**config.mk**
```make
export PLATFORM = sky130hd
export DESIGN_NAME = afe_tot_meter
export DESIGN_NICKNAME = d
export VERILOG_FILES = /design/src/rtl/afe_tot_meter.sv
export SDC_FILE = /design/constraint.sdc
export NUM_CORES = 1
export LEC_CHECK = 0
export ABC_AREA = 1
export CAP_MARGIN = 30
export CORE_MARGIN = 4
export CORE_UTILIZATION = 59
export CTS_BUF_LIST = sky130_fd_sc_hd__clkbuf_2 sky130_fd_sc_hd__clkbuf_4 sky130_fd_sc_hd__clkbuf_8
export DETAILED_ROUTE_END_ITERATION = 16
export PLACE_DENSITY = 0.93
export RECOVER_POWER = 25
export SYNTH_ARGS = -nofsm -noshare
export SYNTH_HDL_FRONTEND = slang
export SYNTH_SLANG_ARGS = --single-unit
```
**constraint.sdc**
```tcl
create_clock -name CLK -period 2 [get_ports CLK]
set_input_delay 0.6 -clock CLK [delete_from_list [all_inputs] [get_ports CLK]]
set_output_delay 0.6 -clock CLK [all_outputs]
set_load 0.05 [all_outputs]
```
**src/rtl/afe_tot_meter.sv**
```systemverilog
// afe_tot_meter
//   Consumes the asynchronous AFE comparator output. COMP is brought into the
//   CLK domain through a 2-FF synchroniser, the time-over-threshold of each
//   pulse is measured in CLK cycles, hits are counted and each ToT result is
//   written into a small first-word-fall-through FIFO for the readout logic.
//
// Optional feature
//   AFE_TOT_TIMESTAMP_EN : adds a free-running TS_WIDTH counter. Its value is
//                          captured when a measurement starts, and every FIFO
//                          entry becomes {ts, tot}.
//
// Ports
//   CLK         in   system clock
//   RESET       in   synchronous active-high reset
//   COMP        in   asynchronous comparator output (high = over threshold)
//   ENABLE      in   arms new measurements (ignored once a pulse is measured)
//   DATA        out  FIFO head, DW bits (zero while the FIFO is empty)
//   DATA_VALID  out  FIFO not empty
//   DATA_READ   in   pop the FIFO head
//   HIT_CNT     out  saturating count of completed hits
//   CNT_CLR     in   clear HIT_CNT and OVERFLOW
//   OVERFLOW    out  sticky: a result was dropped because the FIFO was full
//   BUSY        out  high while a pulse is being measured
module afe_tot_meter #(
  parameter int TOT_WIDTH  = 8,
  parameter int CNT_WIDTH  = 16,
  parameter int FIFO_DEPTH = 4,
  parameter int TS_WIDTH   = 16,
`ifdef AFE_TOT_TIMESTAMP_EN
  localparam int DW = TS_WIDTH + TOT_WIDTH
`else
  // TS_WIDTH has no effect without timestamps.
  localparam int DW = TOT_WIDTH + 0 * TS_WIDTH
`endif
) (
  input  logic                 CLK,
  input  logic                 RESET,
  input  logic                 COMP,
  input  logic                 ENABLE,
  output logic [DW-1:0]        DATA,
  output logic                 DATA_VALID,
  input  logic                 DATA_READ,
  output logic [CNT_WIDTH-1:0] HIT_CNT,
  input  logic                 CNT_CLR,
  output logic                 OVERFLOW,
  output logic                 BUSY
);

  localparam int PW = $clog2(FIFO_DEPTH);
  localparam logic [TOT_WIDTH-1:0] TOT_MAX = '1;
  localparam logic [CNT_WIDTH-1:0] CNT_MAX = '1;

  typedef enum logic [1:0] {IDLE, MEASURE, STORE} state_t;

  state_t state, next_state;

  logic                 sync1, comp_s, comp_d;
  logic [1:0]           primed;
  logic                 armed, rise;
  logic                 start, store;
  logic [TOT_WIDTH-1:0] tot;
  logic [DW-1:0]        entry;
  logic [DW-1:0]        mem [FIFO_DEPTH];
  logic [PW:0]          wr_ptr, rd_ptr;
  logic                 full, pop, push, drop;
  logic [CNT_WIDTH-1:0] hit_cnt;
  logic                 overflow;

  // Synchroniser plus arming. The synchroniser stages come out of reset at 0,
  // which says nothing about the real COMP level, so "primed" masks the first
  // two cycles: armed is only set by a genuine low level of COMP. This keeps a
  // pulse that was already high through reset from being counted.
  always_ff @(posedge CLK) begin
    if (RESET) begin
      sync1  <= 1'b0;
      comp_s <= 1'b0;
      comp_d <= 1'b0;
      primed <= 2'b00;
      armed  <= 1'b0;
    end else begin
      sync1  <= COMP;
      comp_s <= sync1;
      comp_d <= comp_s;
      primed <= {primed[0], 1'b1};
      if (primed[1] && !comp_s)
        armed <= 1'b1;
    end
  end

  assign rise = comp_s & ~comp_d;

  always_ff @(posedge CLK) begin
    if (RESET)
      state <= IDLE;
    else
      state <= next_state;
  end

  always_comb begin
    next_state = state;
    start      = 1'b0;
    store      = 1'b0;
    case (state)
      IDLE: begin
        if (ENABLE && armed && rise) begin
          next_state = MEASURE;
          start      = 1'b1;
        end
      end
      MEASURE: begin
        if (!comp_s)
          next_state = STORE;
      end
      STORE: begin
        store      = 1'b1;
        next_state = IDLE;
      end
      default: next_state = IDLE;
    endcase
  end

  // The start edge already counts as one cycle over threshold.
  always_ff @(posedge CLK) begin
    if (RESET)
      tot <= '0;
    else if (start)
      tot <= TOT_WIDTH'(1);
    else if (state == MEASURE && comp_s && tot != TOT_MAX)
      tot <= tot + TOT_WIDTH'(1);
  end

`ifdef AFE_TOT_TIMESTAMP_EN
  logic [TS_WIDTH-1:0] ts_cnt, ts_cap;

  always_ff @(posedge CLK) begin
    if (RESET) begin
      ts_cnt <= '0;
      ts_cap <= '0;
    end else begin
      ts_cnt <= ts_cnt + TS_WIDTH'(1);
      if (start)
        ts_cap <= ts_cnt;
    end
  end

  assign entry = {ts_cap, tot};
`else
  assign entry = tot;
`endif

  // FIFO with an extra wrap bit on each pointer to tell full from empty.
  // A pop in the STORE cycle frees the slot being written, so a full FIFO
  // still accepts the new result.
  assign DATA_VALID = (wr_ptr != rd_ptr);
  assign full       = (wr_ptr[PW] != rd_ptr[PW]) && (wr_ptr[PW-1:0] == rd_ptr[PW-1:0]);
  assign pop        = DATA_READ & DATA_VALID;
  assign push       = store & (~full | pop);
  assign drop       = store & full & ~pop;

  always_ff @(posedge CLK) begin
    if (RESET) begin
      wr_ptr <= '0;
      rd_ptr <= '0;
    end else begin
      if (push)
        wr_ptr <= wr_ptr + (PW+1)'(1);
      if (pop)
        rd_ptr <= rd_ptr + (PW+1)'(1);
    end
  end

  always_ff @(posedge CLK) begin
    if (push)
      mem[wr_ptr[PW-1:0]] <= entry;
  end

  assign DATA = DATA_VALID ? mem[rd_ptr[PW-1:0]] : '0;

  // A clear coinciding with STORE keeps that STORE's hit and drop flag.
  always_ff @(posedge CLK) begin
    if (RESET) begin
      hit_cnt  <= '0;
      overflow <= 1'b0;
    end else if (CNT_CLR) begin
      hit_cnt  <= store ? CNT_WIDTH'(1) : '0;
      overflow <= drop;
    end else begin
      if (store && hit_cnt != CNT_MAX)
        hit_cnt <= hit_cnt + CNT_WIDTH'(1);
      if (drop)
        overflow <= 1'b1;
    end
  end

  assign HIT_CNT  = hit_cnt;
  assign OVERFLOW = overflow;
  assign BUSY     = (state == MEASURE);

endmodule

```
# Yosys cells after proc, flatten, opt, wreduce, memory -nomap -nowiden
# Memory sizes are Yosys's and may differ from the RTL's. A register that Yosys moved wholly into a read port is not among the register bits.
# Index checks and enable logic that the tools add are counted.
dict set report totals {
  latch_bits 0
  memories 1
  elab_cells 69
  out_inout_bits 27
  romBits 0
  regBits 39
  in_bits 6
  ramBits 32
}
# name depth word_bits read_ports rd_ports_with_merged_regs wr line
set memory_table {}
lappend memory_table {mem 4 8 1 1 1 63} ;# logic [DW-1:0] mem [FIFO_DEPTH];
dict set report op_classes {
  shifts 0
  multipliers 0
  n_bitwise 9
  addsub 4
  div_mod_pow 0
  order_cmp 0
  n_reduce_logical 14
  eq_ne 9
  n_mux 19
}
# operator n
set op_table {}
lappend op_table {{two-way mux 16 bit} 2}
lappend op_table {{adder 16 x 1 -> 16 bit (second input constant)} 1}
lappend op_table {{inequality test 16 bit (second input constant)} 1}
lappend op_table {{two-way mux 1 bit} 11}
lappend op_table {{adder 8 x 1 -> 8 bit (second input constant)} 1}
lappend op_table {{two-way mux 2 bit} 4}
lappend op_table {{two-way mux 8 bit} 1}
lappend op_table {{inequality test 8 bit (second input constant)} 1}
lappend op_table {{logical AND 1 bit} 7}
lappend op_table {{adder 3 x 1 -> 3 bit (second input constant)} 2}
lappend op_table {{nonzero test 2 bit} 3}
lappend op_table {{AND 1 bit} 5}
lappend op_table {{inequality test 2 bit (second input constant)} 2}
lappend op_table {{case mux 2 bit (2 select lines)} 1}
lappend op_table {{inequality test 3 bit} 1}
lappend op_table {{inverter 1 bit} 3}
lappend op_table {{equality test 2 x 1 -> 1 bit (second input constant)} 1}
lappend op_table {{equality test 2 bit} 1}
lappend op_table {{equality test 2 bit (second input constant)} 1}
lappend op_table {{logical NOT 2 bit} 1}
lappend op_table {{AND reduction 2 bit} 1}
lappend op_table {{OR reduction 2 bit} 1}
lappend op_table {{logical NOT 1 bit} 1}
lappend op_table {{inequality test 1 bit} 1}
lappend op_table {{bitwise OR 1 bit} 1}

# Depth between registers and ports, before layout
# Gate-level depths: netlist of the first run.
dict set report logic_depth {
  word_depth 7
  mapped_depth 9
  ltp_nobuf 9
}

# Least setup slack after synthesis of the first run
# No wires, ideal clock.
dict set report synth_path {
  kind {register to output}
  from {register with a tool-made name}
  to {output port DATA[5]}
  arrival_ns 1.450
  required_ns 1.400
  stages_incl_launch_ff 7
  n_path_buf 2
  slack_ns -0.050
  cell_sequence {dfxtp_1 clkbuf_1 clkbuf_1 nor2_1 o32ai_1 nand2_1 inv_1}
}
# element line
set synth_rtl {}
lappend synth_rtl {{to (decl)} 40} ;# output logic [DW-1:0] DATA,

==> results of run 1 <==
## cells by family after synthesis
group,Yosys count,share of synthesized area (%)
AOI/OAI and AO/OA,47,8.32
DFF,73,52.0
buffers and inverters,60,6.86
and+or+nand+nor,218,26.7
adders and majority gates,7,2.56
xor gates and xnor gates,14,3.58
## sequential cells by signal, summed over array words and instances (netlist names), named ones only
register and count:
comp_d 1, HIT_CNT 16, wr_ptr 3, rd_ptr 3
comp_s 1, primed 2, entry 8, OVERFLOW 1
mem 32, armed 1, state 2, sync1 1
## power by group through the flow
stage / Clock [mW] / Sequential [mW] / Combinational [mW]
after global routing: 1.36 / 1.59 / 0.490
after global placement: 0 / 1.61 / 0.361
after CTS: 1.29 / 1.58 / 0.411
after floorplan: 0 / 1.62 / 0.205
after detailed placement: 0 / 1.61 / 0.370
final: 1.29 / 1.59 / 0.466
## worst min-delay path by stage
stage                                end         startpoint  cells after the start
floorplan              comp_s$_SDFF_PP0_   sync1$_SDFF_PP0_                      2
finish                 comp_s$_SDFF_PP0_   sync1$_SDFF_PP0_                      2
global route           comp_s$_SDFF_PP0_   sync1$_SDFF_PP0_                      2
detailed placement     comp_s$_SDFF_PP0_   sync1$_SDFF_PP0_                      2
CTS                    comp_s$_SDFF_PP0_   sync1$_SDFF_PP0_                      2
global placement    primed[1]$_SDFF_PP0_  primed[0]$_DFF_P_                      2
## layer usage
| layer | wire length, um | share of wire, % | global-route usage [%] | vias up |
|---|---|---|---|---|
| li1 | - | - | - | 1480 |
| met3 | 568 | 6.3 | 4.91 | 27 |
| met1 | 3530 | 39 | 28.1 | 1445 |
| met4 | 226 | 2.5 | 13.2 | 0 |
| met2 | 4660 | 52 | 43.5 | 140 |
| met5 | 0 | 0 | 0 | - |
## critical path, delay by kind of cell (launching register included)
family | cells | cell delay, ns
buf+inv | 3 | 0.39
simple gates | 1 | 0.10
compound gates | 2 | 0.43
flops | 1 | 0.37
## area by class of cell
cell class	count	area [um^2]	area share, %
Sequential cell	73	1800	40.3
Multi-Input combinational cell	287	1560	34.9
Timing Repair Buffer	56	589	13.2
Inverter	50	199	4.45
Clock buffer	11	145	3.25
Tap cell	72	90.1	2.02
Clock inverter	5	78.8	1.76
Timing Repair inverter	1	5.00	0.112
## through the flow
stage	hold slack, ns	setup WS (ns)	setup TNS, ns	instances	area [um^2]
2_1_floorplan	0.388	0.00890	0	419	3430
3_3_place_gp	0.391	0.0576	0	528	3980
3_5_place_dp	0.399	0.0175	0	528	3980
4_1_cts	0.412	-0.169	-1.18	551	4320
5_1_grt	0.414	-0.273	-1.91	555	4470
6_report	0.408	-0.232	-1.35	555	4470
## placed cells by master, fill, tap and decap left out, drive strengths merged
| cell | instances |
|---|---|
| nand4 | 5 |
| o31ai | 1 |
| clkinv | 4 |
| nor3 | 4 |
| a21oi | 23 |
| ha | 7 |
| inv | 46 |
| bufinv | 2 |
| clkbuf | 11 |
| dfxtp | 41 |
| nand3 | 37 |
| nand3b | 2 |
| clkinvlp | 4 |
| o21ai | 14 |
| xnor2 | 1 |
| nand2 | 94 |
| buf | 51 |
| nor2 | 77 |
| o21bai | 1 |
| clkdlybuf4s50 | 5 |
| xor2 | 13 |
| o32ai | 8 |
| edfxtp | 32 |
## what timing repair did
action	4_1_cts	5_1_grt
gates cloned	2	0
gates resized for setup	28	26
setup endpoints to repair	9	11
setup buffers	5	4
pin swaps	5	7
==> flow_summary.html, run 1 <==
<table>
<tr><th>Metric</th><th>Value</th></tr>
<tr><th colspan="2">Clock tree</th></tr>
<tr><td>Clock-pin slew on the worst setup and hold paths</td><td>0.07 ns</td></tr>
<tr><td>H-Tree Depth</td><td>3</td></tr>
<tr><td>CTS tree</td><td>yes</td></tr>
<tr><td>Clock buffers created by TritonCTS</td><td>9</td></tr>
<tr><td>Clock Latency Late Sink</td><td>0.34 ns</td></tr>
<tr><td>Buffer levels on the longest clock path</td><td>2</td></tr>
<tr><td># hold bufs at CTS</td><td>0</td></tr>
<tr><td>Total number of clock tree sinks</td><td>73</td></tr>
<tr><td>CTS Root Cell</td><td>sky130_fd_sc_hd__clkbuf_8</td></tr>
<tr><th colspan="2">Cells and area</th></tr>
<tr><td>Fill count</td><td>333</td></tr>
<tr><td>Utilization after layout</td><td>80.1%</td></tr>
<tr><td>Antenna diode instance count</td><td>0</td></tr>
<tr><td>Fraction of final layout cells with drive strength greater than 1</td><td>23.2%</td></tr>
<tr><td>Total Nets Final</td><td>491</td></tr>
<tr><td>Layout overhead on the synthesized area</td><td>30.3%</td></tr>
<tr><th colspan="2">Timing</th></tr>
<tr><td>Transition time at the pin with the least slew margin</td><td>0.426 ns</td></tr>
<tr><td>Final clock period utilization by the worst path</td><td>112%</td></tr>
<tr><td>Achievable frequency</td><td>0.448 GHz</td></tr>
<tr><td>Setup slack after layout</td><td>-0.232 ns</td></tr>
<tr><td>Clock Skews</td><td>0.00642 ns</td></tr>
<tr><td>Max-slew violation count</td><td>0</td></tr>
<tr><td>Worst rel slew slack</td><td>71.5%</td></tr>
<tr><td>Final number of setup-violating endpoints</td><td>9</td></tr>
<tr><td>RSZ-0062 raised after global routing</td><td>yes</td></tr>
<tr><td>Final count of hold timing violations</td><td>0</td></tr>
<tr><td>Post-layout min period</td><td>2.23 ns</td></tr>
<tr><th colspan="2">GRT</th></tr>
<tr><td>Global-route wire length before repair</td><td>13800 um</td></tr>
<tr><td>Via count of the first global-routing pass</td><td>2959</td></tr>
<tr><td>Global routing usage summed across all routing layers</td><td>24.7%</td></tr>
<tr><td>Sum of overflow across all layers after global routing</td><td>0</td></tr>
<tr><td>Maximum number of pins on one net before global-route repair</td><td>17</td></tr>
<tr><td>Antenna violations before repair</td><td>0</td></tr>
<tr><th colspan="2">Setup path</th></tr>
<tr><td>Highest fanout seen on the critical path</td><td>16</td></tr>
<tr><td>FF-to-FF setup slack</td><td>0.19 ns</td></tr>
<tr><td>End of the worst register-to-register path</td><td>HIT_CNT[0]$_SDFFE_PP0P_</td></tr>
<tr><td>Source of the worst register-to-register timing path</td><td>HIT_CNT[1]$_SDFFE_PP0P_</td></tr>
<tr><td>Launching element type of the critical path</td><td>flip-flop</td></tr>
<tr><td>Worst Path Required</td><td>1.40 ns</td></tr>
<tr><td>CP peak stage delay</td><td>0.37 ns</td></tr>
<tr><td>Slowest cell on the critical path</td><td>sky130_fd_sc_hd__dfxtp_4</td></tr>
<tr><td>Crit-path cells</td><td>buf_8 &gt; o21ai_0 &gt; o32ai_2 &gt; nand2_4 &gt; clkinvlp_4 &gt; buf_12</td></tr>
<tr><td>Capturing element of the worst setup path</td><td>DATA[6]</td></tr>
<tr><td>Setup Crit Path Kind</td><td>flip-flop to output port</td></tr>
<tr><td>Crit path arrival time</td><td>1.63 ns</td></tr>
<tr><td>Kind of end point of the critical path</td><td>output port</td></tr>
<tr><td>Length in cells of the worst reg-to-reg path</td><td>9</td></tr>
<tr><th colspan="2">Synth</th></tr>
<tr><td>Most common cell in the synthesized netlist</td><td>sky130_fd_sc_hd__nand2_1</td></tr>
<tr><td>Sequential area share after synthesis</td><td>52.0%</td></tr>
<tr><td>EDFF count, synth</td><td>32</td></tr>
<tr><td>#FFs+latches synth</td><td>73</td></tr>
<tr><td>Count of unique library cells instantiated by Yosys</td><td>27</td></tr>
<tr><td>Area of the mapped netlist</td><td>3430 um^2</td></tr>
<tr><td>Number of nets in the synthesized netlist</td><td>432</td></tr>
<tr><td>Cell type with the largest total area after synthesis</td><td>sky130_fd_sc_hd__edfxtp_1</td></tr>
<tr><td>Area fraction of the dominant cell type after synthesis</td><td>28.0%</td></tr>
<tr><td>Prevailing post-synth register cell</td><td>sky130_fd_sc_hd__dfxtp_1</td></tr>
<tr><td>Most frequent cells after synthesis</td><td>91 x sky130_fd_sc_hd__nand2_1, 73 x sky130_fd_sc_hd__nor2_1, 49 x sky130_fd_sc_hd__inv_1</td></tr>
<tr><td>Total number of yosys warnings</td><td>0</td></tr>
<tr><td>Avg Synthesized Cell Area</td><td>8.18 um^2</td></tr>
<tr><td>Gate count after technology mapping</td><td>419</td></tr>
<tr><td>Proportion of register bits with asynchronous set or reset after synthesis</td><td>0%</td></tr>
<tr><td>Largest cells by area after synthesis</td><td>sky130_fd_sc_hd__edfxtp_1 28%, sky130_fd_sc_hd__dfxtp_1 24%, sky130_fd_sc_hd__nand2_1 10%</td></tr>
<tr><th colspan="2">Power</th></tr>
<tr><td>Total internal power</td><td>2.51 mW</td></tr>
<tr><td>Reg power frac</td><td>47.5%</td></tr>
<tr><td>Static power due to leakage</td><td>1.80 nW</td></tr>
<tr><td>Switching power share of the total</td><td>24.9%</td></tr>
<tr><td>Total power of the final layout</td><td>3.34 mW</td></tr>
<tr><td>Comb power frac</td><td>14.0%</td></tr>
<tr><td>Relative contribution of the clock network to total power</td><td>38.5%</td></tr>
<tr><td>Pwr dens</td><td>747 nW/um^2</td></tr>
<tr><td>Worst vdd ir</td><td>0.634 mV</td></tr>
<tr><td>Switching power</td><td>0.830 mW</td></tr>
<tr><th colspan="2">Drt</th></tr>
<tr><td>Total number of vias</td><td>3092</td></tr>
<tr><td>Number of nets with antenna violations after routing</td><td>0</td></tr>
<tr><td>Wire length after detailed routing</td><td>8980 um</td></tr>
<tr><td>Ratio of routed vias to standard cells</td><td>5.57</td></tr>
<tr><td>Number of iterations in the first detailed-routing pass</td><td>7</td></tr>
<tr><td>Initial drt markers</td><td>231</td></tr>
<tr><td>WL/cell</td><td>16.2 um</td></tr>
<tr><td>Final routed DRC violation total</td><td>0</td></tr>
<tr><th colspan="2">Floorplan</th></tr>
<tr><td>Number of standard-cell rows in the floorplan</td><td>27</td></tr>
<tr><td>Number of ports placed on the die boundary</td><td>33</td></tr>
<tr><td>Horizontal die dimension</td><td>84.2 um</td></tr>
<tr><td>Core footprint</td><td>5570 um^2</td></tr>
<tr><td>Die Height</td><td>84.2 um</td></tr>
<tr><td>Initial core utilization</td><td>61.5%</td></tr>
<tr><td>Area of the die</td><td>7090 um^2</td></tr>
<tr><th colspan="2">Run status</th></tr>
<tr><td>Outcome</td><td>complete, but fails checks</td></tr>
<tr><td>Violated checks</td><td>negative setup slack</td></tr>
<tr><th colspan="2">Flow run</th></tr>
<tr><td># Max-Cap Violations</td><td>0</td></tr>
<tr><th colspan="2">Placed design</th></tr>
<tr><td>Post-DP HPWL</td><td>5570 um</td></tr>
<tr><td>Last weighted congestion value of the routability-driven placer</td><td>0.885</td></tr>
<tr><td>PortBufs</td><td>32</td></tr>
<tr><th colspan="2">Worst hold path</th></tr>
<tr><td>Classification of the worst-slack hold path</td><td>flip-flop to flip-flop</td></tr>
</table>
No activity file was read; power rests on OpenSTA's default activity.
==> inputs of run 2 (changes only) <==
ABC_AREA = default   (was 1)
CORE_UTILIZATION = 58   (was 59)
PLACE_DENSITY = 0.92   (was 0.93)
==> run 2 against run 1 <==
The flow still finishes with violations (negative setup slack). Total power shrank 13%. Register-to-register slack worse by 0.11 ns. First-iteration DRC count down 23%. Critical path type unchanged.
==> flow_summary.html, run 2 <==
<table>
<tr><th>Metric</th><th>Value</th></tr>
<tr><th colspan="2">Run status</th></tr>
<tr><td>Outcome</td><td>complete, but fails checks (unchanged)</td></tr>
<tr><td>Violated checks</td><td>negative setup slack (unchanged)</td></tr>
<tr><th colspan="2">Synth</th></tr>
<tr><td>Gate count after technology mapping</td><td>268 (was 419)</td></tr>
<tr><td>#FFs+latches synth</td><td>73 (unchanged)</td></tr>
<tr><td>Count of unique library cells instantiated by Yosys</td><td>43 (was 27)</td></tr>
<tr><td>Sequential area share after synthesis</td><td>56.6% (was 52.0%)</td></tr>
<tr><td>Number of nets in the synthesized netlist</td><td>281 (was 432)</td></tr>
<tr><td>Avg Synthesized Cell Area</td><td>11.7 um^2 (was 8.18 um^2)</td></tr>
<tr><td>Prevailing post-synth register cell</td><td>sky130_fd_sc_hd__dfxtp_1 (unchanged)</td></tr>
<tr><td>Most common cell in the synthesized netlist</td><td>sky130_fd_sc_hd__dfxtp_1 (was sky130_fd_sc_hd__nand2_1)</td></tr>
<tr><td>Most frequent cells after synthesis</td><td>41 x sky130_fd_sc_hd__dfxtp_1, 32 x sky130_fd_sc_hd__edfxtp_1, 20 x sky130_fd_sc_hd__a21oi_1 (was 91 x sky130_fd_sc_hd__nand2_1, 73 x sky130_fd_sc_hd__nor2_1, 49 x sky130_fd_sc_hd__inv_1)</td></tr>
<tr><td>Cell type with the largest total area after synthesis</td><td>sky130_fd_sc_hd__edfxtp_1 (unchanged)</td></tr>
<tr><td>Proportion of register bits with asynchronous set or reset after synthesis</td><td>0% (unchanged)</td></tr>
<tr><td>Area of the mapped netlist</td><td>3150 um^2 (was 3430 um^2)</td></tr>
<tr><td>Area fraction of the dominant cell type after synthesis</td><td>30.5% (was 28.0%)</td></tr>
<tr><td>EDFF count, synth</td><td>32 (unchanged)</td></tr>
<tr><td>Largest cells by area after synthesis</td><td>sky130_fd_sc_hd__edfxtp_1 31%, sky130_fd_sc_hd__dfxtp_1 26%, sky130_fd_sc_hd__mux4_2 5.7% (was sky130_fd_sc_hd__edfxtp_1 28%, sky130_fd_sc_hd__dfxtp_1 24%, sky130_fd_sc_hd__nand2_1 10%)</td></tr>
<tr><td>Total number of yosys warnings</td><td>0 (unchanged)</td></tr>
<tr><th colspan="2">Timing</th></tr>
<tr><td>Transition time at the pin with the least slew margin</td><td>0.722 ns (was 0.426 ns)</td></tr>
<tr><td>Final clock period utilization by the worst path</td><td>114% (was 112%)</td></tr>
<tr><td>Worst rel slew slack</td><td>51.3% (was 71.5%)</td></tr>
<tr><td>Final count of hold timing violations</td><td>0 (unchanged)</td></tr>
<tr><td>Achievable frequency</td><td>0.437 GHz (was 0.448 GHz)</td></tr>
<tr><td>Final number of setup-violating endpoints</td><td>9 (unchanged)</td></tr>
<tr><td>RSZ-0062 raised after global routing</td><td>yes (unchanged)</td></tr>
<tr><td>Setup slack after layout</td><td>-0.286 ns (was -0.232 ns)</td></tr>
<tr><td>Post-layout min period</td><td>2.29 ns (was 2.23 ns)</td></tr>
<tr><td>Clock Skews</td><td>0.0121 ns (was 0.00642 ns)</td></tr>
<tr><td>Max-slew violation count</td><td>0 (unchanged)</td></tr>
<tr><th colspan="2">Floorplan</th></tr>
<tr><td>Core footprint</td><td>5170 um^2 (was 5570 um^2)</td></tr>
<tr><td>Number of ports placed on the die boundary</td><td>33 (unchanged)</td></tr>
<tr><td>Die Height</td><td>81.7 um (was 84.2 um)</td></tr>
<tr><td>Area of the die</td><td>6670 um^2 (was 7090 um^2)</td></tr>
<tr><td>Number of standard-cell rows in the floorplan</td><td>26 (was 27)</td></tr>
<tr><td>Initial core utilization</td><td>60.8% (was 61.5%)</td></tr>
<tr><td>Horizontal die dimension</td><td>81.7 um (was 84.2 um)</td></tr>
<tr><th colspan="2">Setup path</th></tr>
<tr><td>Kind of end point of the critical path</td><td>output port (unchanged)</td></tr>
<tr><td>Setup Crit Path Kind</td><td>flip-flop to output port (unchanged)</td></tr>
<tr><td>FF-to-FF setup slack</td><td>0.08 ns (was 0.19 ns)</td></tr>
<tr><td>Worst Path Required</td><td>1.40 ns (about the same)</td></tr>
<tr><td>Launching element type of the critical path</td><td>flip-flop (unchanged)</td></tr>
<tr><td>Highest fanout seen on the critical path</td><td>8 (was 16)</td></tr>
<tr><td>Length in cells of the worst reg-to-reg path</td><td>6 (was 9)</td></tr>
<tr><td>Source of the worst register-to-register timing path</td><td>HIT_CNT[1]$_SDFFE_PP0P_ (unchanged)</td></tr>
<tr><td>End of the worst register-to-register path</td><td>HIT_CNT[10]$_SDFFE_PP0P_ (was HIT_CNT[0]$_SDFFE_PP0P_)</td></tr>
<tr><td>Crit path arrival time</td><td>1.69 ns (was 1.63 ns)</td></tr>
<tr><th colspan="2">Clock tree</th></tr>
<tr><td>CTS Root Cell</td><td>sky130_fd_sc_hd__clkbuf_8 (unchanged)</td></tr>
<tr><td>Total number of clock tree sinks</td><td>73 (unchanged)</td></tr>
<tr><td>Clock buffers created by TritonCTS</td><td>9 (unchanged)</td></tr>
<tr><td>CTS tree</td><td>yes (unchanged)</td></tr>
<tr><td>Clock-pin slew on the worst setup and hold paths</td><td>0.07 ns (about the same)</td></tr>
<tr><td>H-Tree Depth</td><td>3 (unchanged)</td></tr>
<tr><td>Buffer levels on the longest clock path</td><td>2 (unchanged)</td></tr>
<tr><td>Clock Latency Late Sink</td><td>0.35 ns (was 0.34 ns)</td></tr>
<tr><th colspan="2">Placed design</th></tr>
<tr><td>Area after detailed placement</td><td>3640 um^2 (was 3980 um^2)</td></tr>
<tr><td>Post-DP HPWL</td><td>5000 um (was 5570 um)</td></tr>
<tr><td>Place WS</td><td>-0.264 ns (was 0.0175 ns)</td></tr>
<tr><td>Total placed cells including tap cells</td><td>381 (was 528)</td></tr>
<tr><td>PortBufs</td><td>32 (unchanged)</td></tr>
<tr><td>Last weighted congestion value of the routability-driven placer</td><td>0.830 (was 0.885)</td></tr>
<tr><th colspan="2">GRT</th></tr>
<tr><td>Antenna violations before repair</td><td>0 (unchanged)</td></tr>
<tr><td>Global routing usage summed across all routing layers</td><td>24.6% (was 24.7%)</td></tr>
<tr><td>Via count of the first global-routing pass</td><td>2332 (was 2959)</td></tr>
<tr><td>Global-route wire length before repair</td><td>11800 um (was 13800 um)</td></tr>
<tr><td>Sum of overflow across all layers after global routing</td><td>0 (unchanged)</td></tr>
<tr><td>Maximum number of pins on one net before global-route repair</td><td>14 (was 17)</td></tr>
<tr><th colspan="2">Cells and area</th></tr>
<tr><td>Layout overhead on the synthesized area</td><td>26.7% (was 30.3%)</td></tr>
<tr><td>Most frequent cells in the layout</td><td>33 x sky130_fd_sc_hd__buf_4, 32 x sky130_fd_sc_hd__edfxtp_1, 27 x sky130_fd_sc_hd__dfxtp_1 (was 88 x sky130_fd_sc_hd__nand2_1, 66 x sky130_fd_sc_hd__nor2_1, 40 x sky130_fd_sc_hd__inv_1)</td></tr>
<tr><td>Fill count</td><td>314 (was 333)</td></tr>
<tr><td>Commonest non-fill, non-tap cell in the layout</td><td>sky130_fd_sc_hd__buf_4 (was sky130_fd_sc_hd__nand2_1)</td></tr>
<tr><td>Total Nets Final</td><td>336 (was 491)</td></tr>
<tr><td>Number of standard cells in the layout, taps in and fillers out</td><td>398 (was 555)</td></tr>
<tr><td>Antenna diode instance count</td><td>0 (unchanged)</td></tr>
<tr><td>Fraction of final layout cells with drive strength greater than 1</td><td>31.4% (was 23.2%)</td></tr>
<tr><td>Number of flip-flops in the largest register</td><td>32 (unchanged)</td></tr>
<tr><td>Layout Cell Area excl Fill</td><td>3990 um^2 (was 4470 um^2)</td></tr>
<tr><td>Utilization after layout</td><td>77.1% (was 80.1%)</td></tr>
<tr><th colspan="2">Power</th></tr>
<tr><td>Relative contribution of the clock network to total power</td><td>44.6% (was 38.5%)</td></tr>
<tr><td>Total internal power</td><td>2.32 mW (was 2.51 mW)</td></tr>
<tr><td>Pwr dens</td><td>726 nW/um^2 (was 747 nW/um^2)</td></tr>
<tr><td>Static power due to leakage</td><td>1.44 nW (was 1.80 nW)</td></tr>
<tr><td>Switching power</td><td>0.575 mW (was 0.830 mW)</td></tr>
<tr><td>Switching power share of the total</td><td>19.9% (was 24.9%)</td></tr>
<tr><td>Comb power frac</td><td>1.9% (was 14.0%)</td></tr>
<tr><td>Reg power frac</td><td>53.6% (was 47.5%)</td></tr>
<tr><td>Worst vdd ir</td><td>0.468 mV (was 0.634 mV)</td></tr>
<tr><th colspan="2">Worst hold path</th></tr>
<tr><td>Classification of the worst-slack hold path</td><td>flip-flop to flip-flop (unchanged)</td></tr>
<tr><td>Beginning of the worst hold path</td><td>primed[0]$_DFF_P_ (was sync1$_SDFF_PP0_)</td></tr>
<tr><td>Worst-case hold path end point</td><td>primed[1]$_SDFF_PP0_ (was comp_s$_SDFF_PP0_)</td></tr>
<tr><td>Cell depth of the worst min-delay path</td><td>1 (was 2)</td></tr>
<tr><th colspan="2">Drt</th></tr>
<tr><td>Number of iterations in the first detailed-routing pass</td><td>4 (was 7)</td></tr>
<tr><td>Total number of vias</td><td>2400 (was 3092)</td></tr>
<tr><td>Final routed DRC violation total</td><td>0 (unchanged)</td></tr>
<tr><td>WL/cell</td><td>19.5 um (was 16.2 um)</td></tr>
<tr><td>Initial drt markers</td><td>178 (was 231)</td></tr>
<tr><td>Met1 Wirelength</td><td>3100 um (was 3530 um)</td></tr>
<tr><td>Wire length on met3</td><td>491 um (was 568 um)</td></tr>
<tr><td>Met2 Wirelength</td><td>3930 um (was 4660 um)</td></tr>
<tr><td>Max Used Layer</td><td>met4 (unchanged)</td></tr>
<tr><td>Ratio of routed vias to standard cells</td><td>6.03 (was 5.57)</td></tr>
<tr><td>Wire length after detailed routing</td><td>7760 um (was 8980 um)</td></tr>
<tr><td>Number of nets with antenna violations after routing</td><td>0 (unchanged)</td></tr>
<tr><th colspan="2">Flow run</th></tr>
<tr><td># Max-Cap Violations</td><td>0 (unchanged)</td></tr>
</table>
==> run 2: cell count changes after synthesis, sizes merged, moves of 7 or more <==
cell,change
o31ai,+9
or4,+10
nor2b,+15
mux4,+8
nor2,-59
nand3,-30
inv,-38
xor2,-7
o32ai,-8
or3,+11
nand2,-81
==> run 2: layout make-up <==
class	count	area, um^2	area share (%)
Clock buffer	11	145	3.64
Clock inverter	5	80.1	2.01
Inverter	11	41.3	1.04
Multi-Input combinational cell	177	1380	34.5
Sequential cell	73	1800	45.2
Tap cell	70	87.6	2.20
Timing Repair Buffer	51	454	11.4
==> run 2: through the flow <==
stage          power (mW)  hold WS [ns]  TNS [ns]
3_3_place_gp         1.64         0.419     -3.73
3_5_place_dp         1.64         0.429     -7.74
6_report             2.89         0.442     -2.13
4_1_cts              2.90         0.446     -2.00
5_1_grt              2.98         0.457     -2.62
2_1_floorplan        1.61         0.414    -0.665
==> run 2: critical path: stages (launching register included) <==
cell,delay [ns]
sky130_fd_sc_hd__dfxtp_2,0.35
sky130_fd_sc_hd__buf_12,0.14
sky130_fd_sc_hd__mux4_2,0.55
sky130_fd_sc_hd__nor2b_4,0.15
sky130_fd_sc_hd__buf_6,0.15
==> run 2: worst max path at each step <==
stage                      startpoint                   to  slack (ns)
2_1_floorplan  wr_ptr[1]$_SDFFE_PP0P_              DATA[5]       -0.18
3_3_place_gp                DATA_READ  mem[1][5]$_DFFE_PP_       -0.12
3_5_place_dp                DATA_READ  mem[1][7]$_DFFE_PP_       -0.26
4_1_cts                     flip-flop              DATA[3]       -0.24
5_1_grt                     flip-flop              DATA[7]       -0.33
6_report                    flip-flop              DATA[7]       -0.29
==> run 2: power groups by stage <==
stage | logic, mW | clock network, mW | registers [mW]
6_report | 0.0546 | 1.29 | 1.55
5_1_grt | 0.0590 | 1.37 | 1.55
2_1_floorplan | 0.0271 | 0 | 1.58
3_5_place_dp | 0.0515 | 0 | 1.59
3_3_place_gp | 0.0498 | 0 | 1.59
4_1_cts | 0.0535 | 1.30 | 1.55
==> run 2: per-layer routing <==
layer  global-route usage (%)  up-vias
met2                     40.1      101
met5                        0        -
li1                         -     1122
met1                     29.8     1159
met4                     13.0        0
met3                     6.58       18
==> run 2: cell families (layout without fill, tap and decap cells) <==
family                     after synthesis  count (layout)  share of synthesized area (%)
buffers and inverters                   18              78                           2.47
adders and majority gates                7               7                           2.78
and+or+nand+nor                         98              98                           18.3
muxes                                   12              12                           7.00
xor gates and xnor gates                 9               9                           2.51
DFF                                     73              73                           56.6
AOI/OAI and AO/OA                       51              51                           10.3
==> run 2: timing repair <==
action,CTS,global route
setup buffers,1,0
hold buffers,0,0
gates resized for setup,27,5
setup endpoints to repair,10,31
pin swaps,1,0
endpoints found under the hold margin,0,0
==> inputs of run 3 (changes only) <==
CAP_MARGIN = default   (was 30)
CORE_UTILIZATION = 60   (was 58)
PLACE_DENSITY = 0.95   (was 0.92)
clock period = 2.8 ns   (was 2 ns; I/O delays follow)
==> run 3 against run 2 <==
Combinational power down 40%. The flow now finishes without violations. Critical path depth down 2. Die area down 3.0%. First-iteration DRC count up 7.9%. Global-route usage down 1.3 points. Sequential power down 28%.
==> flow_summary.html, run 3 (synthesis results as in run 2) <==
<table>
<tr><th>Metric</th><th>Value</th></tr>
<tr><th colspan="2">Timing</th></tr>
<tr><td>RSZ-0062 raised after global routing</td><td>no (was yes)</td></tr>
<tr><td>Final sum of negative setup slack</td><td>0 ns (was -2.13 ns)</td></tr>
<tr><td>Post-layout min period</td><td>2.73 ns</td></tr>
<tr><td>Worst rel slew slack</td><td>43.8% (was 51.3%)</td></tr>
<tr><td>Transition time at the pin with the least slew margin</td><td>0.836 ns (was 0.722 ns)</td></tr>
<tr><td>Final count of hold timing violations</td><td>0 (unchanged)</td></tr>
<tr><td>Final number of setup-violating endpoints</td><td>0 (was 9)</td></tr>
<tr><td>Final clock period utilization by the worst path</td><td>97.4%</td></tr>
<tr><td>Clock Skews</td><td>0.0124 ns (was 0.0121 ns)</td></tr>
<tr><td>Achievable frequency</td><td>0.367 GHz</td></tr>
<tr><td>Max-slew violation count</td><td>0 (unchanged)</td></tr>
<tr><th colspan="2">Power</th></tr>
<tr><td>Pwr dens</td><td>547 nW/um^2 (was 726 nW/um^2)</td></tr>
<tr><td>Total power of the final layout</td><td>2.05 mW (was 2.89 mW)</td></tr>
<tr><td>Worst vdd ir</td><td>0.316 mV (was 0.468 mV)</td></tr>
<tr><td>Reg power frac</td><td>54.1% (was 53.6%)</td></tr>
<tr><td>Comb power frac</td><td>1.6% (was 1.9%)</td></tr>
<tr><td>Switching power share of the total</td><td>20.9% (was 19.9%)</td></tr>
<tr><td>Static power due to leakage</td><td>1.28 nW (was 1.44 nW)</td></tr>
<tr><td>Relative contribution of the clock network to total power</td><td>44.3% (was 44.6%)</td></tr>
<tr><td>Switching power</td><td>0.427 mW (was 0.575 mW)</td></tr>
<tr><td>Total internal power</td><td>1.62 mW (was 2.32 mW)</td></tr>
<tr><th colspan="2">Floorplan</th></tr>
<tr><td>Core footprint</td><td>5110 um^2 (was 5170 um^2)</td></tr>
<tr><td>Horizontal die dimension</td><td>80.4 um (was 81.7 um)</td></tr>
<tr><td>Die Height</td><td>80.4 um (was 81.7 um)</td></tr>
<tr><td>Area of the die</td><td>6470 um^2 (was 6670 um^2)</td></tr>
<tr><td>Number of standard-cell rows in the floorplan</td><td>26 (unchanged)</td></tr>
<tr><td>Number of ports placed on the die boundary</td><td>33 (unchanged)</td></tr>
<tr><td>Initial core utilization</td><td>61.6% (was 60.8%)</td></tr>
<tr><th colspan="2">Setup path</th></tr>
<tr><td>FF-to-FF setup slack</td><td>0.58 ns (was 0.08 ns)</td></tr>
<tr><td>Worst Path Required</td><td>1.96 ns (was 1.40 ns)</td></tr>
<tr><td>Kind of end point of the critical path</td><td>output port (unchanged)</td></tr>
<tr><td>Crit path arrival time</td><td>1.89 ns (was 1.69 ns)</td></tr>
<tr><td>Highest fanout seen on the critical path</td><td>7 (was 8)</td></tr>
<tr><td>Launching element type of the critical path</td><td>flip-flop (unchanged)</td></tr>
<tr><td>Setup Crit Path Kind</td><td>flip-flop to output port (unchanged)</td></tr>
<tr><th colspan="2">Clock tree</th></tr>
<tr><td>CTS tree</td><td>yes (unchanged)</td></tr>
<tr><td>Clock Latency Late Sink</td><td>0.34 ns (was 0.35 ns)</td></tr>
<tr><td># hold bufs at CTS</td><td>0 (unchanged)</td></tr>
<tr><td>Clock-pin slew on the worst setup and hold paths</td><td>0.08 ns (was 0.07 ns)</td></tr>
<tr><td>CTS Root Cell</td><td>sky130_fd_sc_hd__clkbuf_8 (unchanged)</td></tr>
<tr><td>Clock buffers created by TritonCTS</td><td>9 (unchanged)</td></tr>
<tr><td>Total number of clock tree sinks</td><td>73 (unchanged)</td></tr>
<tr><td>Buffer levels on the longest clock path</td><td>2 (unchanged)</td></tr>
<tr><td>H-Tree Depth</td><td>3 (unchanged)</td></tr>
<tr><th colspan="2">Placed design</th></tr>
<tr><td>PortBufs</td><td>32 (unchanged)</td></tr>
<tr><td>Last weighted congestion value of the routability-driven placer</td><td>0.800 (was 0.830)</td></tr>
<tr><td>Area after detailed placement</td><td>3520 um^2 (was 3640 um^2)</td></tr>
<tr><td>Post-DP HPWL</td><td>4480 um (was 5000 um)</td></tr>
<tr><th colspan="2">Drt</th></tr>
<tr><td>Ratio of routed vias to standard cells</td><td>6.08 (was 6.03)</td></tr>
<tr><td>Number of nets with antenna violations after routing</td><td>0 (unchanged)</td></tr>
<tr><td>Initial drt markers</td><td>192 (was 178)</td></tr>
<tr><td>Final routed DRC violation total</td><td>0 (unchanged)</td></tr>
<tr><td>Number of iterations in the first detailed-routing pass</td><td>4 (unchanged)</td></tr>
<tr><td>WL/cell</td><td>17.8 um (was 19.5 um)</td></tr>
<tr><td>Total number of vias</td><td>2322 (was 2400)</td></tr>
<tr><td>Wire length after detailed routing</td><td>6810 um (was 7760 um)</td></tr>
<tr><th colspan="2">Run status</th></tr>
<tr><td>Outcome</td><td>completed (was complete, but fails checks)</td></tr>
<tr><th colspan="2">GRT</th></tr>
<tr><td>Antenna violations before repair</td><td>0 (unchanged)</td></tr>
<tr><td>Via count of the first global-routing pass</td><td>2234 (was 2332)</td></tr>
<tr><td>Global routing usage summed across all routing layers</td><td>23.3% (was 24.6%)</td></tr>
<tr><td>Global-route wire length before repair</td><td>11200 um (was 11800 um)</td></tr>
<tr><td>Maximum number of pins on one net before global-route repair</td><td>19 (was 14)</td></tr>
<tr><td>Sum of overflow across all layers after global routing</td><td>0 (unchanged)</td></tr>
<tr><th colspan="2">Cells and area</th></tr>
<tr><td>Commonest non-fill, non-tap cell in the layout</td><td>sky130_fd_sc_hd__dfxtp_1 (was sky130_fd_sc_hd__buf_4)</td></tr>
<tr><td>Number of flip-flops in the largest register</td><td>32 (unchanged)</td></tr>
<tr><td>Layout Cell Area excl Fill</td><td>3740 um^2 (was 3990 um^2)</td></tr>
<tr><td>Total Nets Final</td><td>320 (was 336)</td></tr>
<tr><td>Antenna diode instance count</td><td>0 (unchanged)</td></tr>
<tr><td>Fraction of final layout cells with drive strength greater than 1</td><td>14.1% (was 31.4%)</td></tr>
<tr><td>Most frequent cells in the layout</td><td>40 x sky130_fd_sc_hd__dfxtp_1, 32 x sky130_fd_sc_hd__edfxtp_1, 23 x sky130_fd_sc_hd__clkdlybuf4s50_1 (was 33 x sky130_fd_sc_hd__buf_4, 32 x sky130_fd_sc_hd__edfxtp_1, 27 x sky130_fd_sc_hd__dfxtp_1)</td></tr>
<tr><td>Layout overhead on the synthesized area</td><td>19.0% (was 26.7%)</td></tr>
<tr><td>Utilization after layout</td><td>73.3% (was 77.1%)</td></tr>
<tr><th colspan="2">Worst hold path</th></tr>
<tr><td>Classification of the worst-slack hold path</td><td>flip-flop to flip-flop (unchanged)</td></tr>
<tr><th colspan="2">Flow run</th></tr>
<tr><td># Max-Cap Violations</td><td>0 (unchanged)</td></tr>
</table>
run 3: cell types whose count changed in the layout (fill, tap and decap cells not counted), moves of 2 or more:
| cell | change |
|---|---|
| sky130_fd_sc_hd__o311ai_0 | +2 |
| sky130_fd_sc_hd__o311ai_1 | -2 |
| sky130_fd_sc_hd__xor2_1 | +3 |
| sky130_fd_sc_hd__buf_4 | -22 |
| sky130_fd_sc_hd__clkdlybuf4s50_1 | +18 |
| sky130_fd_sc_hd__nor2b_1 | +8 |
| sky130_fd_sc_hd__nor2b_4 | -7 |
| sky130_fd_sc_hd__buf_12 | -2 |
| sky130_fd_sc_hd__buf_6 | -10 |
| sky130_fd_sc_hd__dfxtp_1 | +13 |
| sky130_fd_sc_hd__xor2_2 | -3 |
| sky130_fd_sc_hd__dfxtp_2 | -12 |
run 3: layout make-up:
class	count	area (um^2)
fill	339	1360
tap	70	87.6
clock buffer	9	124
inverter	11	41.3
timing repair buffer	35	317
clock inverter	7	93.8
multi-input combinational	177	1300
sequential	73	1780
run 3: worst max-delay path: stages, from the launching register on:
cell	delay [ns]
sky130_fd_sc_hd__dfxtp_1	0.43
sky130_fd_sc_hd__nor2b_1	0.27
sky130_fd_sc_hd__clkdlybuf4s50_1	0.85
run 3: metal layers:
layer	global-route usage [%]	part of all wire (%)	vias up
li1	-	-	1097
met2	36.7	50	85
met4	13.0	2.6	0
met1	30.7	43	1123
met3	3.59	4.5	17
met5	0	0	-
run 3: path summary, 6_finish.rpt:
| check | startpoint | depth (start not counted) | end |
|---|---|---|---|
| hold / removal | primed[0]$_DFF_P_ | 1 | primed[1]$_SDFF_PP0_ |
| hold reg to reg | primed[0]$_DFF_P_ | 1 | primed[1]$_SDFF_PP0_ |
| setup reg to reg | HIT_CNT[0]$_SDFFE_PP0P_ | 5 | HIT_CNT[14]$_SDFFE_PP0P_ |
| setup / recovery | state[0]$_SDFFE_PP0P_ | 2 | BUSY |
run 3: what timing repair did:
action / in CTS / in global routing
pin swaps: 0 / 0
setup buffers: 0 / 0
endpoints found under the setup margin: 9 / 9
gates resized for setup: 2 / 1
run 3: power by group through the flow:
stage          Sequential [mW]  Clock (mW)  Combinational (mW)
3_3_place_gp              1.13           0              0.0318
5_1_grt                   1.11       0.966              0.0350
2_1_floorplan             1.13           0              0.0191
6_report                  1.11       0.906              0.0328
4_1_cts                   1.11       0.910              0.0332
3_5_place_dp              1.13           0              0.0331
run 3: metrics by stage:
step	worst slack (ns)	std cells	hold WS, ns
3_5_place_dp	0.136	366	0.432
2_1_floorplan	0.227	268	0.414
3_3_place_gp	0.295	366	0.417
4_1_cts	0.0470	382	0.456
5_1_grt	0.0310	382	0.473
6_report	0.0742	382	0.454
